<file path="src/rtl/song_recorder.sv">
// rtl/song_recorder.sv - free-play recorder: debounced keys to 4-bit note/duration memory
// Optional live buzzer/LED monitor is built when REC_LIVE_MONITOR_EN is defined.
module song_recorder #(
  parameter int DEPTH           = 56,
  parameter int TICK_CYCLES     = 17500000,
  parameter int DEBOUNCE_CYCLES = 1000000,
  parameter int MAX_DUR         = 15
) (
  input  logic       clk,
  input  logic       reset,
  input  logic [6:0] key_in,
  input  logic       rec_start,
  input  logic       rec_stop,
  input  logic [5:0] rd_addr,
  output logic [3:0] rd_note,
  output logic [3:0] rd_dur,
  output logic [5:0] rec_len,
  output logic       recording,
  output logic       full,
  output logic [3:0] note_to_play,
  output logic [6:0] led_out
);
  localparam int         TW        = $clog2(TICK_CYCLES + 1);
  localparam int         DW        = $clog2(DEBOUNCE_CYCLES + 1);
  localparam logic [5:0] LAST      = 6'(DEPTH - 1);
  localparam logic [3:0] DUR_MAX   = 4'(MAX_DUR);
  localparam logic [7:0] TERM_WORD = 8'hF0;

  typedef enum logic [2:0] {S_IDLE, S_ARMED, S_SEG, S_STOP, S_FILL, S_DONE} state_t;

  logic [3:0]    raw_code;
  logic [3:0]    cand_code;
  logic [3:0]    acc_code;
  logic [DW-1:0] stable_cnt;

  always_comb begin
    raw_code = 4'd0;
    for (int i = 6; i >= 0; i--) begin
      if (key_in[i]) raw_code = 4'(i + 1);
    end
  end

  // stable_cnt counts consecutive cycles the raw code has matched cand_code
  always_ff @(posedge clk or negedge reset) begin
    if (!reset) begin
      cand_code  <= 4'd0;
      acc_code   <= 4'd0;
      stable_cnt <= '0;
    end else if (raw_code != cand_code) begin
      cand_code  <= raw_code;
      stable_cnt <= DW'(1);
    end else if (stable_cnt != DW'(DEBOUNCE_CYCLES)) begin
      stable_cnt <= stable_cnt + DW'(1);
      if (stable_cnt == DW'(DEBOUNCE_CYCLES - 1)) acc_code <= cand_code;
    end
  end

  state_t        state;
  logic [5:0]    wr_ptr;
  logic [3:0]    seg_code;
  logic [3:0]    dur_cnt;
  logic [TW-1:0] tick_cnt;
  logic          wr_en;
  logic [5:0]    wr_addr;
  logic [7:0]    wr_data;

  always_ff @(posedge clk or negedge reset) begin
    if (!reset) begin
      state     <= S_IDLE;
      wr_ptr    <= 6'd0;
      seg_code  <= 4'd0;
      dur_cnt   <= 4'd0;
      tick_cnt  <= '0;
      recording <= 1'b0;
      full      <= 1'b0;
      wr_en     <= 1'b0;
      wr_addr   <= 6'd0;
      wr_data   <= 8'd0;
    end else begin
      wr_en <= 1'b0;
      case (state)
        S_IDLE, S_DONE: begin
          if (rec_start && !rec_stop) begin
            state     <= S_ARMED;
            wr_ptr    <= 6'd0;
            full      <= 1'b0;
            recording <= 1'b1;
          end
        end
        S_ARMED: begin
          if (rec_stop) begin
            wr_en     <= 1'b1;
            wr_addr   <= wr_ptr;
            wr_data   <= TERM_WORD;
            state     <= S_DONE;
            recording <= 1'b0;
          end else if (acc_code != 4'd0) begin
            state    <= S_SEG;
            seg_code <= acc_code;
            dur_cnt  <= 4'd1;
            tick_cnt <= '0;
          end
        end
        S_SEG: begin
          // a code change closes the segment even when a tick lands in the same cycle
          if (rec_stop || acc_code != seg_code) begin
            wr_en    <= 1'b1;
            wr_addr  <= wr_ptr;
            wr_data  <= {seg_code, dur_cnt};
            wr_ptr   <= wr_ptr + 6'd1;
            seg_code <= acc_code;
            dur_cnt  <= 4'd1;
            tick_cnt <= '0;
            if (rec_stop) begin
              state     <= S_STOP;
              recording <= 1'b0;
            end else if (wr_ptr == LAST - 6'd1) begin
              state     <= S_FILL;
              recording <= 1'b0;
            end
          end else if (tick_cnt == TW'(TICK_CYCLES - 1)) begin
            tick_cnt <= '0;
            if (dur_cnt != DUR_MAX) dur_cnt <= dur_cnt + 4'd1;
          end else begin
            tick_cnt <= tick_cnt + TW'(1);
          end
        end
        S_STOP, S_FILL: begin
          wr_en   <= 1'b1;
          wr_addr <= wr_ptr;
          wr_data <= TERM_WORD;
          full    <= (state == S_FILL);
          state   <= S_DONE;
        end
        default: state <= S_IDLE;
      endcase
    end
  end

  assign rec_len = wr_ptr;

  // Full 6-bit address space keeps indexing width-clean for any DEPTH; no reset so takes survive reset
  logic [7:0] mem [64];
  logic [7:0] rd_word;

  always_ff @(posedge clk) begin
    if (wr_en) mem[wr_addr] <= wr_data;
  end

  always_ff @(posedge clk or negedge reset) begin
    if (!reset) begin
      rd_word <= 8'd0;
    end else if ({1'b0, rd_addr} < 7'(DEPTH)) begin
      rd_word <= mem[rd_addr];
    end else begin
      rd_word <= TERM_WORD;
    end
  end

  assign {rd_note, rd_dur} = rd_word;

`ifdef REC_LIVE_MONITOR_EN
  always_ff @(posedge clk or negedge reset) begin
    if (!reset) begin
      note_to_play <= 4'd0;
      led_out      <= 7'd0;
    end else if (recording) begin
      note_to_play <= acc_code;
      led_out      <= (acc_code == 4'd0) ? 7'd0 : (7'd1 << (acc_code - 4'd1));
    end else begin
      note_to_play <= 4'd0;
      led_out      <= 7'd0;
    end
  end
`else
  assign note_to_play = 4'd0;
  assign led_out      = 7'd0;
`endif

endmodule

</file>
<file path="config.mk">
export PLATFORM = sky130hd
export DESIGN_NAME = song_recorder
export DESIGN_NICKNAME = d
export VERILOG_FILES = /design/src/rtl/song_recorder.sv
export SDC_FILE = /design/constraint.sdc
export NUM_CORES = 1
export LEC_CHECK = 0
export BUFFER_PORTS_ARGS = -buffer_cell sky130_fd_sc_hd__buf_2
export CAP_MARGIN = 40
export CORE_MARGIN = 2
export CORE_UTILIZATION = 35
export DETAILED_ROUTE_END_ITERATION = 10
export PLACE_DENSITY = 0.49
export SETUP_SLACK_MARGIN = 0.1
export SLEW_MARGIN = 20
export SYNTH_ARGS = -nofsm -noshare
export SYNTH_HDL_FRONTEND = slang
export SYNTH_SLANG_ARGS = --single-unit
export TNS_END_PERCENT = 30
</file>
<file path="constraint.sdc">
create_clock -name clk -period 2.63 [get_ports clk]
set_input_delay 0.1315 -clock clk [delete_from_list [all_inputs] [get_ports clk]]
set_output_delay 0.1315 -clock clk [all_outputs]
set_load 0.02 [all_outputs]
</file>
==> results of run 1 <==
flip-flops by register name, summed over array words and instances (netlist names):
register / cells
acc_code: 3
cand_code: 3
dur_cnt: 4
full: 1
mem: 448
rd_word: 8
rec_len: 6
recording: 1
seg_code: 3
stable_cnt: 20
state: 3
tick_cnt: 25
wr_addr: 6
wr_data: 8
wr_en: 1
power breakdown:
group	switching, W	total (W)	internal (W)
clock	0.00340	0.00813	0.00472
sequential	0.0000947	0.00932	0.00922
combinational	0.000515	0.000874	0.000359
total	0.00401	0.0183	0.0143
layout make-up:
type | count | area (sq um)
fillers | 5670 | 36710
flip-flops and latches | 540 | 15770
multi-input cells | 676 | 5981
clock buffers | 70 | 1485
repair buffers | 152 | 1247
well taps | 846 | 1059
clock inverters | 37 | 411.6
inverters | 20 | 75.07
kinds of logic after synthesis:
group,share of synthesized area [%]
flops,71.19
xor+xnor,1.227
mux,13.26
buf+inv,1.951
simple gates,7.531
compound gates,4.478
fa+ha+maj,0.3392
other cells,0.01695
worst max-delay path by stage:
stage,from,endpoint,cells after the start
after global placement,rd_addr[0],rd_word[1]$_DFF_PN0_,8
after global routing,state[1]$_DFFE_PN0P_,tick_cnt[24]$_DFFE_PN0P_,5
after detailed placement,rd_addr[0],rd_word[1]$_DFF_PN0_,8
after CTS,state[1]$_DFFE_PN0P_,tick_cnt[24]$_DFFE_PN0P_,5
after floorplan,state[1]$_DFFE_PN0P_,tick_cnt[22]$_DFFE_PN0P_,6
final,state[1]$_DFFE_PN0P_,tick_cnt[24]$_DFFE_PN0P_,5
layer usage:
metal | wire (um) | share of wire (%)
met1 | 23660 | 46
met4 | 1087 | 2.1
met2 | 24490 | 48
met3 | 2154 | 4.2
met5 | 13 | 0.025
cells in the final DEF (no fill, tap or decap), types with 12 or more instances in the layout:
master	count
edfxtp_1	448
nor2_1	122
mux4_2	107
buf_4	99
dfrtp_1	84
clkbuf_16	57
nand2_1	45
mux2i_1	39
nand3_1	32
buf_2	29
a21oi_1	24
nor3_1	21
inv_1	17
xor2_1	16
nand2b_1	16
o21ai_1	15
xnor2_1	15
a22oi_1	14
nor4_1	14
nor2b_1	13
and3_1	13
a211oi_1	12
clkinv_1	12
clkbuf_1	12
buf_12	12
critical path: stages, from the launching register on:
cell and delay [ps]:
dfrtp_1 370, or3b_1 390, o22a_1 290, or4_4 590, or4_1 480, a21oi_1 150
metrics by stage:
step,area [sq um],instances,util (%)
2_1_floorplan,22170,1310,-
3_3_place_gp,23960,2219,38.20
3_5_place_dp,24010,2222,38.27
4_1_cts,26010,2339,41.46
5_1_grt,26020,2341,41.48
6_report,26020,2341,41.48
timing repair:
item / in CTS / in global routing
endpoints found under the setup margin: 0 / 0
gates resized for setup: 0 / 0
hold buffers: 10 / 0
hold endpoints to repair: 70 / 0
==> impl_metrics.tcl, run 1 <==
set metrics [dict create \
    status "finished clean" \
    fmax_mhz 424.6 \
    ys.warnings.count 0 \
    diodes 0 \
    num_rows 92 \
    drive_gt1_share_pct 23.68 \
    cts_tree "yes" \
    ant_nets 0 \
    synth_area_leader_cell "edfxtp_1" \
    clockBufferDepth 3 \
    reg2reg_depth 5 \
    r2r_setup_slack_ps 280 \
    start_util_pct 35.28 \
    powerDensity_mw_per_mm2 703.9 \
    hold_violations 0 \
    setup-violations-final 0 \
    gp_congestion 0.7775 \
    track_usage_pct 15.93 \
    ys_seq_elements 540 \
    grt_pass1_vias 12330 \
    cp.arrival_ps 2910 \
    dp_hpwl_um 33710 \
    layout_setup_ws_ps 275.1 \
    p_leak_nw 8.552 \
    ys_seq_area_share_pct 71.19 \
    coreArea_sq_mm 0.06274 \
    numCtsBuffers 57 \
    drv_slew 0 \
    synth_cells 1300 \
    nets 1470 \
    routed-via-count 12020 \
    wl_per_cell_um 21.96 \
    slew_headroom_pct 52.04 \
    busiest_layer "met2" \
    synth-edff-count 448 \
    first_pass_iters 5 \
    holdWs_ps 52.44 \
    async_reset_ff_share_pct 17.04 \
    drt-initial-drc-count 814 \
    root_buffer "clkbuf_16" \
    cts.sinks 540 \
    io_buffers 32 \
    synthFlopType "edfxtp_1" \
    die_area_sq_mm 0.06525 \
    crit_type "flop to flop" \
    netlist.area_leader.share_pct 60.79 \
    drcViolationCount 0 \
    min_period_over_period_pct 89.54 \
    syn2layout_area_growth_pct 17.59 \
    ys_top_cells_by_count "edfxtp_1 (448), nor2_1 (122), mux4_2 (107)" \
    syn_area_per_cell_sq_um 17.02 \
    grt_use_met1_pct 22.45 \
    grt-ovfl-total 0 \
    met2_usage_pct 25.78 \
    synthTopCellsByArea "edfxtp_1 (61%), mux4_2 (11%), dfrtp_1 (10%), nor2_1 (2.1%), mux2i_1 (1.8%)" \
    cp_max_fo 10 \
    peakVddDrop_mv 0.5028 \
    die_w_um 255.5 \
    synth_cell_type_count 76 \
    finalPower_w 0.01832 \
    cts.clk_slew.worst_paths_ps 70 \
    grt_pass1_wl_um 78830 \
    start_kind "flop" \
    grt_setup_unrepaired "false" \
    worstMarginPinSlew_ps 719.4 \
    reg2reg_from "state[1]$_DFFE_PN0P_" \
    skew_ps 25.55 \
    min_path_type "primary input to asynchronous set/reset pin" \
    r2r_end "tick_cnt[24]$_DFFE_PN0P_" \
    insertion_delay_ps 640 \
    cts_setup_buffers 0 \
    grt_max_degree 57 \
    cts-htree-levels 2 \
    post-synth-top-count-cell "edfxtp_1" \
    io_pins 44 \
    antenna_found_initial 1 \
    tns_ps 0 \
    gr-usage-met3_pct 2.341 \
    finalWorstPathRequiredPeriod_ps 2355 \
    routed_via_density 5.135 \
    routed_wl_um 51410 \
    syn_area_sq_mm 0.02213 \
    maxCapViolCount 0 \
    worstPathRequired_ps 3180 \
    cp-end-kind "flop" \
    dp_slack_ps -22.75 \
    die_height_um 255.5 \
]
Power figures use the tool's default switching activity.
==> run 2: changes to the inputs <==
--- a/config.mk
+++ b/config.mk
@@ -10,7 +10,7 @@
 export CORE_MARGIN = 2
 export CORE_UTILIZATION = 35
 export DETAILED_ROUTE_END_ITERATION = 10
-export PLACE_DENSITY = 0.49
+export PLACE_DENSITY = 0.48
 export SETUP_SLACK_MARGIN = 0.1
 export SLEW_MARGIN = 20
 export SYNTH_ARGS = -nofsm -noshare
==> run 2 against run 1 <==
  * Clock skew rose by 9.4 ps
  * Non-clock buffer count rose by 26
  * Cell area rose by 1.4%
  * Critical path type unchanged
  * Largest power group unchanged
==> impl_metrics.tcl, run 2 (same netlist as run 1, synthesis figures left out) <==
set metrics [dict create \
    grt_pass1_vias 12460 \
    maxCapViolCount 0 \
    largestRegisters "mem: 448 flops, tick_cnt: 25 flops, stable_cnt: 20 flops" \
    skew_ps 34.94 \
    hold_violations 0 \
    wl_per_cell_um 22.44 \
    min_period_over_period_pct 92.04 \
    grt_pass1_wl_um 80250 \
    routed_via_density 5.108 \
    clockBufferDepth 3 \
    fmax_mhz 413.1 \
    crit_type "flop to flop" \
    cts_setup_buffers 0 \
    cp_max_fo 1 \
    reg2reg_from "mem[6][3]$_DFFE_PP_" \
    worstMarginPinSlew_ps 942.8 \
    register_area_sq_mm 0.01577 \
    routed_wl_um 53240 \
    grt_max_degree 48 \
    slew_headroom_pct 36.57 \
    cts-htree-levels 2 \
    drive_gt1_share_pct 25.16 \
    insertion_delay_ps 640 \
    r2r_setup_slack_ps 210 \
    cts.sinks 540 \
    placed_area_sq_mm 0.02424 \
    powerDensity_mw_per_mm2 714.3 \
    dp_cells 2250 \
    final_common_cell "edfxtp_1" \
    worstPathRequired_ps 3090 \
    largest_reg_flops 448 \
    cp-end-kind "flop" \
    setup-violations-final 0 \
    reg2reg_depth 5 \
    regMostFlops "mem" \
    syn2layout_area_growth_pct 19.26 \
    track_usage_pct 16.30 \
    multiInputGateArea_sq_mm 0.005981 \
    root_buffer "clkbuf_16" \
    die_height_um 255.5 \
    die_w_um 255.5 \
    cts_hold_buffers 10 \
    routed-via-count 12120 \
    cts_tree "yes" \
    die_area_sq_mm 0.06525 \
    coreArea_sq_mm 0.06274 \
    max_stage_delay_ps 820 \
    final_cell_mix "edfxtp_1 (448), buf_4 (126), nor2_1 (122)" \
    holdCritStartpoint "rd_addr[5]" \
    fin_cells 2372 \
    numCtsBuffers 59 \
    peakVddDrop_mv 0.4848 \
    first_pass_iters 5 \
    finalWorstPathRequiredPeriod_ps 2421 \
    io_pins 44 \
    io_buffers 32 \
    whs_path_depth 3 \
    crit_family "simple AND/OR/NAND/NOR gates" \
    cp.arrival_ps 2880 \
    gp_congestion 0.8326 \
    nets 1498 \
    p_leak_nw 8.767 \
    ant_nets 0 \
    fin_area_sq_mm 0.02639 \
    num_rows 92 \
    cp_cell_sequence "mux4_2 > a22oi_1 > a21oi_1 > nor4_1 > nor2_1" \
    start_util_pct 35.28 \
    drt-initial-drc-count 868 \
    slowest_stage "nor4_1" \
    path_buf_inv 0 \
    dp_hpwl_um 35560 \
    start_kind "flop" \
    grt_setup_unrepaired "false" \
    fillers 5650 \
    antenna_found_initial 1 \
    status "finished clean" \
    drcViolationCount 0 \
    grt-ovfl-total 0 \
    min_delay_worst_endpoint "rd_word[0]$_DFF_PN0_" \
    finalPower_w 0.01885 \
    min_path_type "primary input to flop" \
    diodes 0 \
    r2r_end "rd_word[3]$_DFF_PN0_" \
    cts.clk_slew.worst_paths_ps 60 \
    drv_slew 0 \
    cts_resized 0 \
]
[run 2: worst min-delay path: stages]
cell and delay (ps):
buf_2 80, buf_4 280, a31oi_1 150
[run 2: how the worst max path moves through the flow]
stage	end	depth (start not counted)	start
finish	rd_word[3]$_DFF_PN0_	5	mem[6][3]$_DFFE_PP_
global route	tick_cnt[24]$_DFFE_PN0P_	5	state[1]$_DFFE_PN0P_
CTS	tick_cnt[24]$_DFFE_PN0P_	5	state[1]$_DFFE_PN0P_
detailed placement	rd_word[3]$_DFF_PN0_	7	rd_addr[0]
global placement	rd_word[3]$_DFF_PN0_	7	rd_addr[0]
floorplan	tick_cnt[22]$_DFFE_PN0P_	6	state[1]$_DFFE_PN0P_
[run 2: area by class of cell]
cell class              instances  area share [%]
clock buffers                  81           6.102
multi-input cells             676           22.66
inverters                      20          0.2845
well taps                     846           4.011
repair buffers                178           5.590
clock inverters                31           1.617
flip-flops and latches        540           59.74
[run 2: stage by stage]
step	setup TNS [ps]	setup WS, ps	utilization (%)	hold slack (ps)
after global routing	0	132.2	42.07	59.15
after floorplan	0	375.1	-	-164.1
after global placement	-80.15	-80.15	38.43	345.8
final	0	209.3	42.07	62.92
after CTS	0	230.9	42.07	28.74
after detailed placement	-82.92	-82.92	38.65	76.59
[run 2: routing by layer]
layer,share of wire [%],track usage [%]
met1,46,22.99
met2,48,26.34
met3,3.9,2.679
met4,2.2,4.207
met5,0.019,0
[run 2: where the power goes]
part / total (W) / switching (W) / internal [W]
registers: 0.00932 / 0.0000903 / 0.00923
logic: 0.000927 / 0.000539 / 0.000388
clock network: 0.00861 / 0.00342 / 0.00519
==> run 3: changes to the inputs <==
--- a/config.mk
+++ b/config.mk
@@ -8,9 +8,9 @@
 export BUFFER_PORTS_ARGS = -buffer_cell sky130_fd_sc_hd__buf_2
 export CAP_MARGIN = 40
 export CORE_MARGIN = 2
-export CORE_UTILIZATION = 35
+export CORE_UTILIZATION = 62
 export DETAILED_ROUTE_END_ITERATION = 10
-export PLACE_DENSITY = 0.48
+export PLACE_DENSITY = 0.77
 export SETUP_SLACK_MARGIN = 0.1
 export SLEW_MARGIN = 20
 export SYNTH_ARGS = -nofsm -noshare
==> run 3 against run 2 <==
  * Register-to-register slack is essentially flat
  * Largest power group unchanged
  * Count of clock-buffer cells in the layout shrank 14
  * Clock skew shrank 14 ps
  * Non-clock buffer count shrank 31
  * Fmax grew 0.31%
  * Hold slack lost 7.5 ps
  * Global-route usage grew 11 points
  * Critical endpoint is now tick_cnt[22]$_DFFE_PN0P_
==> impl_metrics.tcl, run 3 (same netlist as run 1, synthesis figures left out) <==
set metrics [dict create \
    cts_resized 0 \
    status "finished clean" \
    final_common_cell "edfxtp_1" \
    hold_violations 0 \
    syn2layout_area_growth_pct 14.60 \
    routed_wl_um 48300 \
    r2r_end "tick_cnt[22]$_DFFE_PN0P_" \
    first_pass_iters 5 \
    io_pins 44 \
    largest_reg_flops 448 \
    maxCapViolCount 0 \
    root_buffer "clkbuf_16" \
    die_area_sq_mm 0.03722 \
    grt_max_degree 57 \
    layout_setup_ws_ps 216.6 \
    drive_gt1_share_pct 22.98 \
    grt_pass1_vias 12500 \
    min_path_type "primary input to flop" \
    die_w_um 192.9 \
    reg2reg_from "state[1]$_DFFE_PN0P_" \
    slew_headroom_pct 44.88 \
    tns_ps 0 \
    powerDensity_mw_per_mm2 694.7 \
    numCtsBuffers 51 \
    io_buffers 32 \
    ant_nets 0 \
    dp_hpwl_um 30450 \
    drt-initial-drc-count 1301 \
    regMostFlops "mem" \
    grt-ovfl-total 0 \
    p_leak_nw 8.461 \
    finalWorstPathRequiredPeriod_ps 2413 \
    grt_pass1_wl_um 74260 \
    cp_max_fo 7 \
    start_util_pct 62.52 \
    worstPathRequired_ps 3120 \
    reg2reg_depth 5 \
    grt_setup_unrepaired "false" \
    cts.sinks 540 \
    final_cell_mix "edfxtp_1 (448), nor2_1 (122), mux4_2 (107)" \
    insertion_delay_ps 570 \
    antenna_found_initial 0 \
    wl_per_cell_um 24.95 \
    drv_slew 0 \
    gp_congestion 0.8582 \
    skew_ps 20.83 \
    clockBufferDepth 3 \
    r2r_setup_slack_ps 220 \
    num_rows 69 \
    drcViolationCount 0 \
    peakVddDrop_mv 0.5774 \
    crit_family "simple AND/OR/NAND/NOR gates" \
    cts.clk_slew.worst_paths_ps 60 \
    cts_hold_buffers 7 \
    cp-end-kind "flop" \
    cp_cell_sequence "or3b_1 > o22a_1 > or4_4 > or4_1 > a21oi_1" \
    max_stage_delay_ps 580 \
    routed_via_density 6.397 \
    crit_type "flop to flop" \
    holdCritStartpoint "key_in[1]" \
    nets 1459 \
    whs_path_depth 4 \
    slowest_stage "or4_4" \
    cp.arrival_ps 2900 \
    largestRegisters "mem: 448 flops, tick_cnt: 25 flops, stable_cnt: 20 flops" \
    min_delay_worst_endpoint "cand_code[0]$_DFFE_PN0N_" \
    die_height_um 192.9 \
    cts_tree "yes" \
    cts-htree-levels 2 \
    cts_setup_buffers 0 \
    fmax_mhz 414.4 \
    routed-via-count 12380 \
    coreArea_sq_mm 0.03540 \
    path_buf_inv 0 \
    setup-violations-final 0 \
    dp_slack_ps 238.4 \
    min_period_over_period_pct 91.76 \
    start_kind "flop" \
    diodes 0 \
    worstMarginPinSlew_ps 826.9 \
    track_usage_pct 27.12 \
]
-- run 3: changes by cell type in the layout (fill, tap and decap cells not counted), sizes merged --
cell | previous run | this run
bufinv | 9 | 6
inv | 21 | 19
buf | 169 | 140
clkbuf | 81 | 67
clkinv | 18 | 17
dlygate4sd3 | 9 | 7
-- run 3: how the worst max path moves through the flow --
| stage | start | end | slack [ps] | depth (start not counted) |
|---|---|---|---|---|
| 2_1_floorplan | state[1]$_DFFE_PN0P_ | tick_cnt[22]$_DFFE_PN0P_ | 380 | 6 |
| 3_3_place_gp | state[1]$_DFFE_PN0P_ | tick_cnt[24]$_DFFE_PN0P_ | 290 | 5 |
| 3_5_place_dp | state[1]$_DFFE_PN0P_ | tick_cnt[22]$_DFFE_PN0P_ | 240 | 5 |
| 4_1_cts | state[1]$_DFFE_PN0P_ | tick_cnt[22]$_DFFE_PN0P_ | 230 | 5 |
| 5_1_grt | state[1]$_DFFE_PN0P_ | tick_cnt[22]$_DFFE_PN0P_ | 130 | 5 |
| 6_report | state[1]$_DFFE_PN0P_ | tick_cnt[22]$_DFFE_PN0P_ | 220 | 5 |
-- run 3: cell type report --
class                           instances  area, sq um
Clock buffer                           67         1429
Clock inverter                         25        281.5
Fill cell                            2135        10040
Inverter                               20        75.07
Multi-Input combinational cell        676         5981
Sequential cell                       540        15760
Tap cell                              461        576.8
Timing Repair Buffer                  147         1255
-- run 3: worst min-delay path, stage by stage --
cell     delay (ps)
buf_2           120
inv_1            60
o311a_1         170
or2_1           100
-- run 3: stage by stage --
step	std cells	instance area [sq um]	total power (W)	utilization, %	hold WS [ps]
floorplan	1310	22170	0.01003	-	-164.1
detailed placement	1835	23550	0.01034	66.52	228.2
global placement	1829	23420	0.01031	66.16	238.3
global route	1936	25360	0.01813	71.65	56.95
finish	1936	25360	0.01762	71.65	55.39
CTS	1934	25330	0.01772	71.55	23.09
-- run 3: routing by layer --
metal	vias to the layer above	part of all wire, %	global-route usage (%)
li1	5397	-	-
met1	6360	40	37.30
met2	534	51	45.60
met3	93	7.1	4.310
met4	0	2.6	8.042
met5	-	0	0
-- run 3: power by group --
part | switching (W) | internal [W] | total (W)
clock | 0.00303 | 0.00440 | 0.00744
combinational | 0.000505 | 0.000364 | 0.000869
sequential | 0.0000918 | 0.00922 | 0.00931
